## src/rtl/mem_access_ctrl_if.sv

```systemverilog
// ---------------------------------------------------------------------------
// mem_access_ctrl_if
// Request-side bus between the KGP-RISC execute stage and the load/store
// sequencer (mem_access_ctrl).
//
// Signals:
//   req      requester -> ctrl : access request, level
//   we       requester -> ctrl : 1 = store (sw), 0 = load (lw)
//   addr     requester -> ctrl : byte address from the ALU
//   wdata    requester -> ctrl : store data
//   rdata    ctrl -> requester : last loaded word
//   busy     ctrl -> requester : pipeline stall (combinational)
//   done     ctrl -> requester : one-cycle completion pulse
//   misalign ctrl -> requester : rejected request, valid with done
//
// Modports:
//   master : the requester (datapath side)
//   slave  : the sequencer
// ---------------------------------------------------------------------------
interface mem_access_ctrl_if #(
  parameter int DATA_W = 32
) ();

  logic              req;
  logic              we;
  logic [31:0]       addr;
  logic [DATA_W-1:0] wdata;
  logic [DATA_W-1:0] rdata;
  logic              busy;
  logic              done;
  logic              misalign;

  modport master (
    output req,
    output we,
    output addr,
    output wdata,
    input  rdata,
    input  busy,
    input  done,
    input  misalign
  );

  modport slave (
    input  req,
    input  we,
    input  addr,
    input  wdata,
    output rdata,
    output busy,
    output done,
    output misalign
  );

endinterface : mem_access_ctrl_if

```

## src/rtl/mem_access_ctrl.sv

```systemverilog
// ---------------------------------------------------------------------------
// mem_access_ctrl
// Load/store sequencer between the KGP-RISC datapath and a synchronous
// block-RAM data memory. Accepts one lw/sw at a time, converts the byte
// address to a word address, drives the RAM port for a single cycle, waits
// out the RAM read latency for loads and reports completion with a
// one-cycle done pulse. Misaligned requests are rejected without touching
// the RAM.
//
// Parameters:
//   DATA_W  data word width
//   ADDR_W  RAM word-address width (depth 2^ADDR_W words)
//   RD_LAT  RAM read latency in cycles, 1..4
//
// Ports:
//   clk         clock, rising edge
//   rst         asynchronous active-high reset
//   bus         request interface (slave side)
//   o_mem_en    RAM enable, registered
//   o_mem_we    RAM write enable, registered
//   o_mem_addr  RAM word address, registered
//   o_mem_din   RAM write data, registered
//   i_mem_dout  RAM read data, valid RD_LAT cycles after the enable edge
// ---------------------------------------------------------------------------
module mem_access_ctrl #(
  parameter int DATA_W = 32,
  parameter int ADDR_W = 10,
  parameter int RD_LAT = 1
) (
  input  logic                 clk,
  input  logic                 rst,
  mem_access_ctrl_if.slave     bus,
  output logic                 o_mem_en,
  output logic                 o_mem_we,
  output logic [ADDR_W-1:0]    o_mem_addr,
  output logic [DATA_W-1:0]    o_mem_din,
  input  logic [DATA_W-1:0]    i_mem_dout
);

  typedef enum logic [1:0] {
    S_IDLE  = 2'd0,
    S_ISSUE = 2'd1,
    S_WAIT  = 2'd2,
    S_RESP  = 2'd3
  } state_t;

  localparam logic [2:0] LAT_INIT = 3'(RD_LAT);

  // Registered state
  state_t              r_state;
  logic                r_we;
  logic [2:0]          r_cnt;
  logic [DATA_W-1:0]   r_rdata;
  logic                r_done;
  logic                r_misalign;
  logic                r_mem_en;
  logic                r_mem_we;
  logic [ADDR_W-1:0]   r_mem_addr;
  logic [DATA_W-1:0]   r_mem_din;

  // Combinational next values
  state_t              w_next;
  logic                w_accept;
  logic                w_addr_misal;
  logic                w_we_nxt;
  logic [2:0]          w_cnt_nxt;
  logic [DATA_W-1:0]   w_rdata_nxt;
  logic                w_done_nxt;
  logic                w_misalign_nxt;
  logic                w_mem_en_nxt;
  logic                w_mem_we_nxt;
  logic [ADDR_W-1:0]   w_mem_addr_nxt;
  logic [DATA_W-1:0]   w_mem_din_nxt;
  logic                w_busy;

  // Requests are only sampled when the sequencer can take a new one.
  assign w_accept     = ((r_state == S_IDLE) || (r_state == S_RESP)) && bus.req;
  assign w_addr_misal = (bus.addr[1:0] != 2'b00);

  // Next-state selection.
  always_comb begin
    w_next = r_state;
    case (r_state)
      S_IDLE, S_RESP: begin
        if (bus.req) begin
          // Misaligned requests skip the RAM and respond immediately.
          if (w_addr_misal) begin
            w_next = S_RESP;
          end else begin
            w_next = S_ISSUE;
          end
        end else begin
          w_next = S_IDLE;
        end
      end
      S_ISSUE: begin
        if (r_we) begin
          w_next = S_RESP;
        end else begin
          w_next = S_WAIT;
        end
      end
      S_WAIT: begin
        if (r_cnt == 3'd1) begin
          w_next = S_RESP;
        end else begin
          w_next = S_WAIT;
        end
      end
      default: begin
        w_next = S_IDLE;
      end
    endcase
  end

  // Next values for the datapath and RAM-port registers.
  always_comb begin
    w_we_nxt       = r_we;
    w_cnt_nxt      = r_cnt;
    w_rdata_nxt    = r_rdata;
    w_mem_en_nxt   = 1'b0;
    w_mem_we_nxt   = 1'b0;
    w_mem_addr_nxt = r_mem_addr;
    w_mem_din_nxt  = r_mem_din;
    w_misalign_nxt = 1'b0;
    case (r_state)
      S_IDLE, S_RESP: begin
        if (w_accept) begin
          w_we_nxt = bus.we;
          if (w_addr_misal) begin
            w_misalign_nxt = 1'b1;
          end else begin
            // Upper address bits are dropped: the word address wraps.
            w_mem_addr_nxt = bus.addr[ADDR_W+1:2];
            w_mem_din_nxt  = bus.wdata;
            w_mem_we_nxt   = bus.we;
            w_mem_en_nxt   = 1'b1;
          end
        end else begin
          w_we_nxt = r_we;
        end
      end
      S_ISSUE: begin
        if (r_we) begin
          w_cnt_nxt = r_cnt;
        end else begin
          w_cnt_nxt = LAT_INIT;
        end
      end
      S_WAIT: begin
        w_cnt_nxt = r_cnt - 3'd1;
        // Counter at 1 means the RAM output is valid on this edge.
        if (r_cnt == 3'd1) begin
          w_rdata_nxt = i_mem_dout;
        end else begin
          w_rdata_nxt = r_rdata;
        end
      end
      default: begin
        w_cnt_nxt = r_cnt;
      end
    endcase
    w_done_nxt = (w_next == S_RESP);
  end

  // Stall: busy while an access is in flight or a request is being taken.
  always_comb begin
    w_busy = 1'b0;
    case (r_state)
      S_ISSUE, S_WAIT: w_busy = 1'b1;
      S_IDLE, S_RESP:  w_busy = bus.req;
      default:         w_busy = 1'b0;
    endcase
  end

  // State and output registers with asynchronous reset.
  always_ff @(posedge clk or posedge rst) begin
    if (rst) begin
      r_state    <= S_IDLE;
      r_we       <= 1'b0;
      r_cnt      <= 3'd0;
      r_rdata    <= '0;
      r_done     <= 1'b0;
      r_misalign <= 1'b0;
      r_mem_en   <= 1'b0;
      r_mem_we   <= 1'b0;
      r_mem_addr <= '0;
      r_mem_din  <= '0;
    end else begin
      r_state    <= w_next;
      r_we       <= w_we_nxt;
      r_cnt      <= w_cnt_nxt;
      r_rdata    <= w_rdata_nxt;
      r_done     <= w_done_nxt;
      r_misalign <= w_misalign_nxt;
      r_mem_en   <= w_mem_en_nxt;
      r_mem_we   <= w_mem_we_nxt;
      r_mem_addr <= w_mem_addr_nxt;
      r_mem_din  <= w_mem_din_nxt;
    end
  end

  assign bus.rdata    = r_rdata;
  assign bus.busy     = w_busy;
  assign bus.done     = r_done;
  assign bus.misalign = r_misalign;

  assign o_mem_en   = r_mem_en;
  assign o_mem_we   = r_mem_we;
  assign o_mem_addr = r_mem_addr;
  assign o_mem_din  = r_mem_din;

endmodule : mem_access_ctrl

```

## src/flat_wrapper.sv

```systemverilog
// flat-port wrapper written by rule: the top's interface ports become plain ports
module mem_access_ctrl_flat 
#(
  parameter int DATA_W = 32,
  parameter int ADDR_W = 10,
  parameter int RD_LAT = 1
)
  (clk, rst, o_mem_en, o_mem_we, o_mem_addr, o_mem_din, i_mem_dout, bus_req, bus_we, bus_addr, bus_wdata, bus_rdata, bus_busy, bus_done, bus_misalign);
  mem_access_ctrl_if #(.DATA_W(DATA_W)) bus_i ();
  input  logic clk;
  input  logic rst;
  output logic o_mem_en;
  output logic o_mem_we;
  output logic [ADDR_W-1:0] o_mem_addr;
  output logic [DATA_W-1:0] o_mem_din;
  input  logic [DATA_W-1:0] i_mem_dout;
  input wire logic [$bits(bus_i.req)-1:0] bus_req;
  input wire logic [$bits(bus_i.we)-1:0] bus_we;
  input wire logic [$bits(bus_i.addr)-1:0] bus_addr;
  input wire logic [$bits(bus_i.wdata)-1:0] bus_wdata;
  output wire logic [$bits(bus_i.rdata)-1:0] bus_rdata;
  output wire logic [$bits(bus_i.busy)-1:0] bus_busy;
  output wire logic [$bits(bus_i.done)-1:0] bus_done;
  output wire logic [$bits(bus_i.misalign)-1:0] bus_misalign;
  assign bus_i.req = bus_req;
  assign bus_i.we = bus_we;
  assign bus_i.addr = bus_addr;
  assign bus_i.wdata = bus_wdata;
  assign bus_rdata = bus_i.rdata;
  assign bus_busy = bus_i.busy;
  assign bus_done = bus_i.done;
  assign bus_misalign = bus_i.misalign;
  mem_access_ctrl #(.DATA_W(DATA_W), .ADDR_W(ADDR_W), .RD_LAT(RD_LAT)) u_core (.clk(clk), .rst(rst), .bus(bus_i), .o_mem_en(o_mem_en), .o_mem_we(o_mem_we), .o_mem_addr(o_mem_addr), .o_mem_din(o_mem_din), .i_mem_dout(i_mem_dout));
endmodule
```

## config.mk

```make
export PLATFORM = sky130hd
export DESIGN_NAME = mem_access_ctrl_flat
export DESIGN_NICKNAME = d
export VERILOG_FILES = /design/src/rtl/mem_access_ctrl_if.sv /design/src/rtl/mem_access_ctrl.sv /design/src/flat_wrapper.sv
export SDC_FILE = /design/constraint.sdc
export NUM_CORES = 1
export LEC_CHECK = 0
export ABC_AREA = 1
export BUFFER_PORTS_ARGS = -buffer_cell sky130_fd_sc_hd__buf_2
export CORE_ASPECT_RATIO = 0.8
export CORE_MARGIN = 2
export CORE_UTILIZATION = 40
export CTS_BUF_LIST = sky130_fd_sc_hd__clkbuf_4
export DETAILED_ROUTE_END_ITERATION = 8
export PLACE_DENSITY = 0.76
export SETUP_SLACK_MARGIN = 0.02
export SLEW_MARGIN = 20
export SYNTH_ARGS = -nofsm -noshare
export SYNTH_HDL_FRONTEND = slang
export SYNTH_SLANG_ARGS = --single-unit
```

## constraint.sdc

```tcl
create_clock -name clk -period 2.6 [get_ports clk]
set_input_delay 0.52 -clock clk [delete_from_list [all_inputs] [get_ports clk]]
set_output_delay 0.52 -clock clk [all_outputs]
set_load 0.005 [all_outputs]
```

---- After elaboration in Yosys (flattened, before gate mapping) ----
Index checks and enable logic that the tools add are counted.
Widths: inputs -> output; s select.
word-level totals
  output and inout bits ................... 79
  register bits ........................... 84
  input port bits ......................... 100
cells by class
  reduce and logical (&&, ||, !) cells .... 11
  $add $sub $neg .......................... 1
  equal/unequal tests ..................... 6
  muxes and demuxes ....................... 17
  bitwise operators ....................... 1
operators by type and width
  operator             count
  $mux 1               11
  $eq 2x2->1 const B   3
  $pmux 2 s3           1
  $pmux 3 s2           1
  $reduce_and 2->1     3
  $mux 2               2
  $reduce_bool 2->1    2
  $reduce_or 2->1      2
  $eq 3x1->1 const B   1
  $mux 3               1
  $reduce_and 3->1     1
  $sub 3x1->3 const B  1
  $eq 2x1->1 const B   1
  $logic_not 2->1      1
  $ne 2x2->1 const B   1
  $pmux 1 s2           1
  $logic_and 1x1->1    1
  $logic_or 1x1->1     1
  $not 1->1            1

---- Longest topological paths before layout ----
  word-level depth ........................ 5
  gate-level depth with buffers ........... 9
  gate-level depth less buffers ........... 8

---- Worst setup path before layout ----
No wires, ideal clock.
  kind .................................... reg-to-output
  start ................................... reg u_core.r_state[0]
  end ..................................... out bus_busy
  path slack .............................. 1204 ps
  cell stages (with the launch flop) ...... 6
  path buffers ............................ 0
  data arrival time ....................... 876 ps
  path through ............................ dfrtp_1 > inv_1 > ha_1 > inv_1 > nor2_1 > inv_1
between the ends
  cells in the longest elaborated chain, start to end .. 3
  elaborated cells between the ends (all ways) .. 7
  those cells by class .................... eq/ne (3); mux (1); reduce/logical (3)
RTL lines
  element                             line                    text
  from (decl)                         mem_access_ctrl.sv:50   state_t r_state;
  from (signal assigned)              mem_access_ctrl.sv:190  r_state <= w_next;
  $eq 2x2->1 (tied with other cells)  mem_access_ctrl.sv:169  case (r_state)
  $reduce_or 2->1                     mem_access_ctrl.sv:169
  $pmux 1 s2 *                        mem_access_ctrl.sv:169
  to (decl)                           flat_wrapper.sv:22      output wire logic [$bits(bus_i.busy)-1:0] bus_busy;
Every way passes the cells marked *; elsewhere a longest branch is shown, timed or not.

---- Worst setup path after layout ----
Same ends and word-level chain as after synthesis.

==> results.json <==
{
  "finalCritPeriodShare_pct": 76.8,
  "numCtsBuffers": 9,
  "ff2ff_path_depth": 8,
  "fp.dieH_um": 85.4,
  "hold_viol_final": 0,
  "worstSetupStartpointType": "flip-flop",
  "final.setup_skew_ns": 0.0113,
  "rr_startpoint": "u_core.r_state[0]",
  "pin_count": 179,
  "synth_mux_area_share_pct": 0,
  "yosys-top-cells-area": "dfrtp_1 (64%), nand2_1 (27%), buf_6 (2.4%)",
  "vias": 2811,
  "synth_xor_area_share_pct": 0,
  "routed_wl_um": 7430,
  "period_minus_slack_ns": 2.00,
  "die-area_mm2": 0.00902,
  "final_cells": 641,
  "utilization_pct": 54.0,
  "endpoint_kind": "primary output",
  "place_hpwl_um": 5260,
  "r2r-end": "u_core.o_mem_din[23]",
  "ant_nets": 0,
  "yosys.area_share.simple_pct": 28.9,
  "synth_area_mm2": 0.00331,
  "antenna_found_initial": 1,
  "cts-root-buf": "clkbuf_4",
  "critPathMaxStageDelay_ns": 0.37,
  "grt_first_pass_wirelength_um": 12200,
  "die_w_um": 106,
  "yosysWarningCount": 0,
  "cts_hold_buf": 0,
  "drv_cap": 0,
  "layout_common_cells": "nand2_1 (238), buf_2 (158), dfrtp_1 (84), inv_1 (11), clkbuf_4 (11)",
  "relSlewSlack_pct": 57.5,
  "cts_max_level": 3,
  "syn-instance-count": 371,
  "drive_gt1_share_pct": 34.3,
  "cp_slowest_cell": "dfrtp_1",
  "p_per_area_mw_per_mm2": 1120,
  "cts_setup_buffers": 0,
  "start_util_pct": 41.5,
  "finalSetupTns_ns": 0,
  "cts.sinks": 84,
  "antennaDiodeCount": 0,
  "drt-initial-drc-count": 165,
  "crit_path_frequent_cell": "inv_1",
  "ff2ff_setup_slack_ns": 0.73,
  "nFillCells": 739,
  "grt_max_degree": 45,
  "ir_drop_mv": 0.512,
  "wl_per_cell_um": 11.6,
  "outcome": "completed",
  "ys_seq_area_share_pct": 63.5,
  "area_delta_synth_final_pct": 30.2,
  "io_buffers": 158,
  "synth_area_per_cell_um2": 8.92,
  "grt_pass1_vias": 2644,
  "required_ns": 2.08,
  "synth_compound_gate_area_share_pct": 0.605,
  "clk_latency_ns": 0.40,
  "arrival_ns": 1.48,
  "synth_cell_types": 15,
  "worst_hold_slack_ns": 0.181,
  "cp_cell_sequence": "inv_1, ha_1, inv_1, nor2_1, inv_1, buf_2",
  "crit_type": "flip-flop to primary output",
  "path_clk_slew_ns": 0.12,
  "synth-seq-cells": 84,
  "tightest_slew_ns": 0.636,
  "coreArea_mm2": 0.00798,
  "routabilityCongestion": 0.768,
  "crit_fanout": 3,
  "cts_tree": "yes",
  "core.rowCount": 29,
  "synthesis.nets": 475,
  "setup_viol": 0,
  "cts.repair.resized": 0,
  "grt_setup_unrepaired": "false",
  "final_common_cell": "nand2_1",
  "via_per_inst": 4.39,
  "firstDrtPassIters": 5,
  "yosysTopAreaCellShare_pct": 63.5,
  "drc": 0,
  "synth_top_family_by_area": "simple AND/OR/NAND/NOR gates",
  "min_path_type": "primary input to asynchronous set/reset pin",
  "max_freq_mhz": 501,
  "grt_overflow": 0,
  "slew_violations": 0,
  "grt_usage_pct": 17.0,
  "yosys.area_share.adder_pct": 1.51,
  "nets": 633,
  "yosysTopAreaCell": "dfrtp_1",
  "p_leak_uw": 0.00260,
  "clock_tree.buffer_depth": 2,
  "numPlacedInstances": 626
}
-- worst max path at each step --
stage	startpoint	to	slack [ns]
after CTS	u_core.r_state[0]	bus_busy	0.55
after global routing	u_core.r_state[0]	bus_busy	0.46
after global placement	u_core.r_state[0]	u_core.o_mem_din[1]	0.77
after detailed placement	u_core.r_state[0]	u_core.o_mem_din[1]	0.69
final	u_core.r_state[0]	bus_busy	0.60
after floorplan	rst	u_core.bus.done	1.11
-- cell type report --
class | count | area [um2] | share of cell area, %
sequential | 84 | 2100 | 48.8
clock inverter | 4 | 75.1 | 1.74
clock buffer | 11 | 82.6 | 1.92
tap | 108 | 135 | 3.13
timing repair buffer | 161 | 826 | 19.2
multi-input combinational | 258 | 1030 | 23.8
inverter | 15 | 62.6 | 1.45
-- report_power, final --
| part | internal, uW | switching (uW) |
|---|---|---|
| Sequential | 1920 | 305 |
| Clock | 407 | 428 |
| Combinational | 791 | 986 |
| Total | 3110 | 1720 |
-- metrics by stage --
stage	power [uW]	area, um2	setup slack (ns)
6_report	4830	4310	0.603
5_1_grt	5270	4310	0.462
4_1_cts	4910	4310	0.550
3_5_place_dp	4060	4150	0.694
3_3_place_gp	3980	4150	0.775
2_1_floorplan	3260	3310	1.11
-- flip-flops by register name (all words and copies together) (netlist names) --
register / count
u_core.o_mem_din: 32
u_core.o_mem_we: 1
u_core.r_cnt: 3
u_core.o_mem_addr: 10
u_core.r_we: 1
u_core.r_state: 2
u_core.bus.rdata: 32
u_core.bus.misalign: 1
u_core.o_mem_en: 1
u_core.bus.done: 1
-- metal layers --
metal / vias up / routed length [um] / track usage, %
met5: - / 0 / 0
met4: 0 / 54 / 5.02
met3: 6 / 787 / 6.99
met2: 128 / 3250 / 27.6
met1: 1259 / 3340 / 21.1
li1: 1418 / - / -
-- cells in the mapped netlist --
library cell	number
nor2_1	8
buf_4	3
nand2_1	238
o21ai_0	4
buf_6	7
buf_2	4
nor2_4	1
inv_1	12
dfrtp_1	84
inv_2	2
nand2_4	1
inv_4	1
nor2_2	1
nand3_1	1
ha_1	4
-- cell families (layout without fill, tap and decap cells) --
family                   after synthesis  after routing
buffers and inverters                 29            191
AO/OA/AOI/OAI                          4              4
adder cells (fa/ha/maj)                4              4
flip-flops                            84             84
AND/OR/NAND/NOR                      250            250
-- critical path, delay by kind of cell (launching register included) --
| family | cells | cell delay (ns) |
|---|---|---|
| AND/OR/NAND/NOR | 1 | 0.11 |
| buffers and inverters | 4 | 0.31 |
| flip-flops | 1 | 0.37 |
| adder cells (fa/ha/maj) | 1 | 0.30 |
No activity file was read; power rests on OpenSTA's default activity.
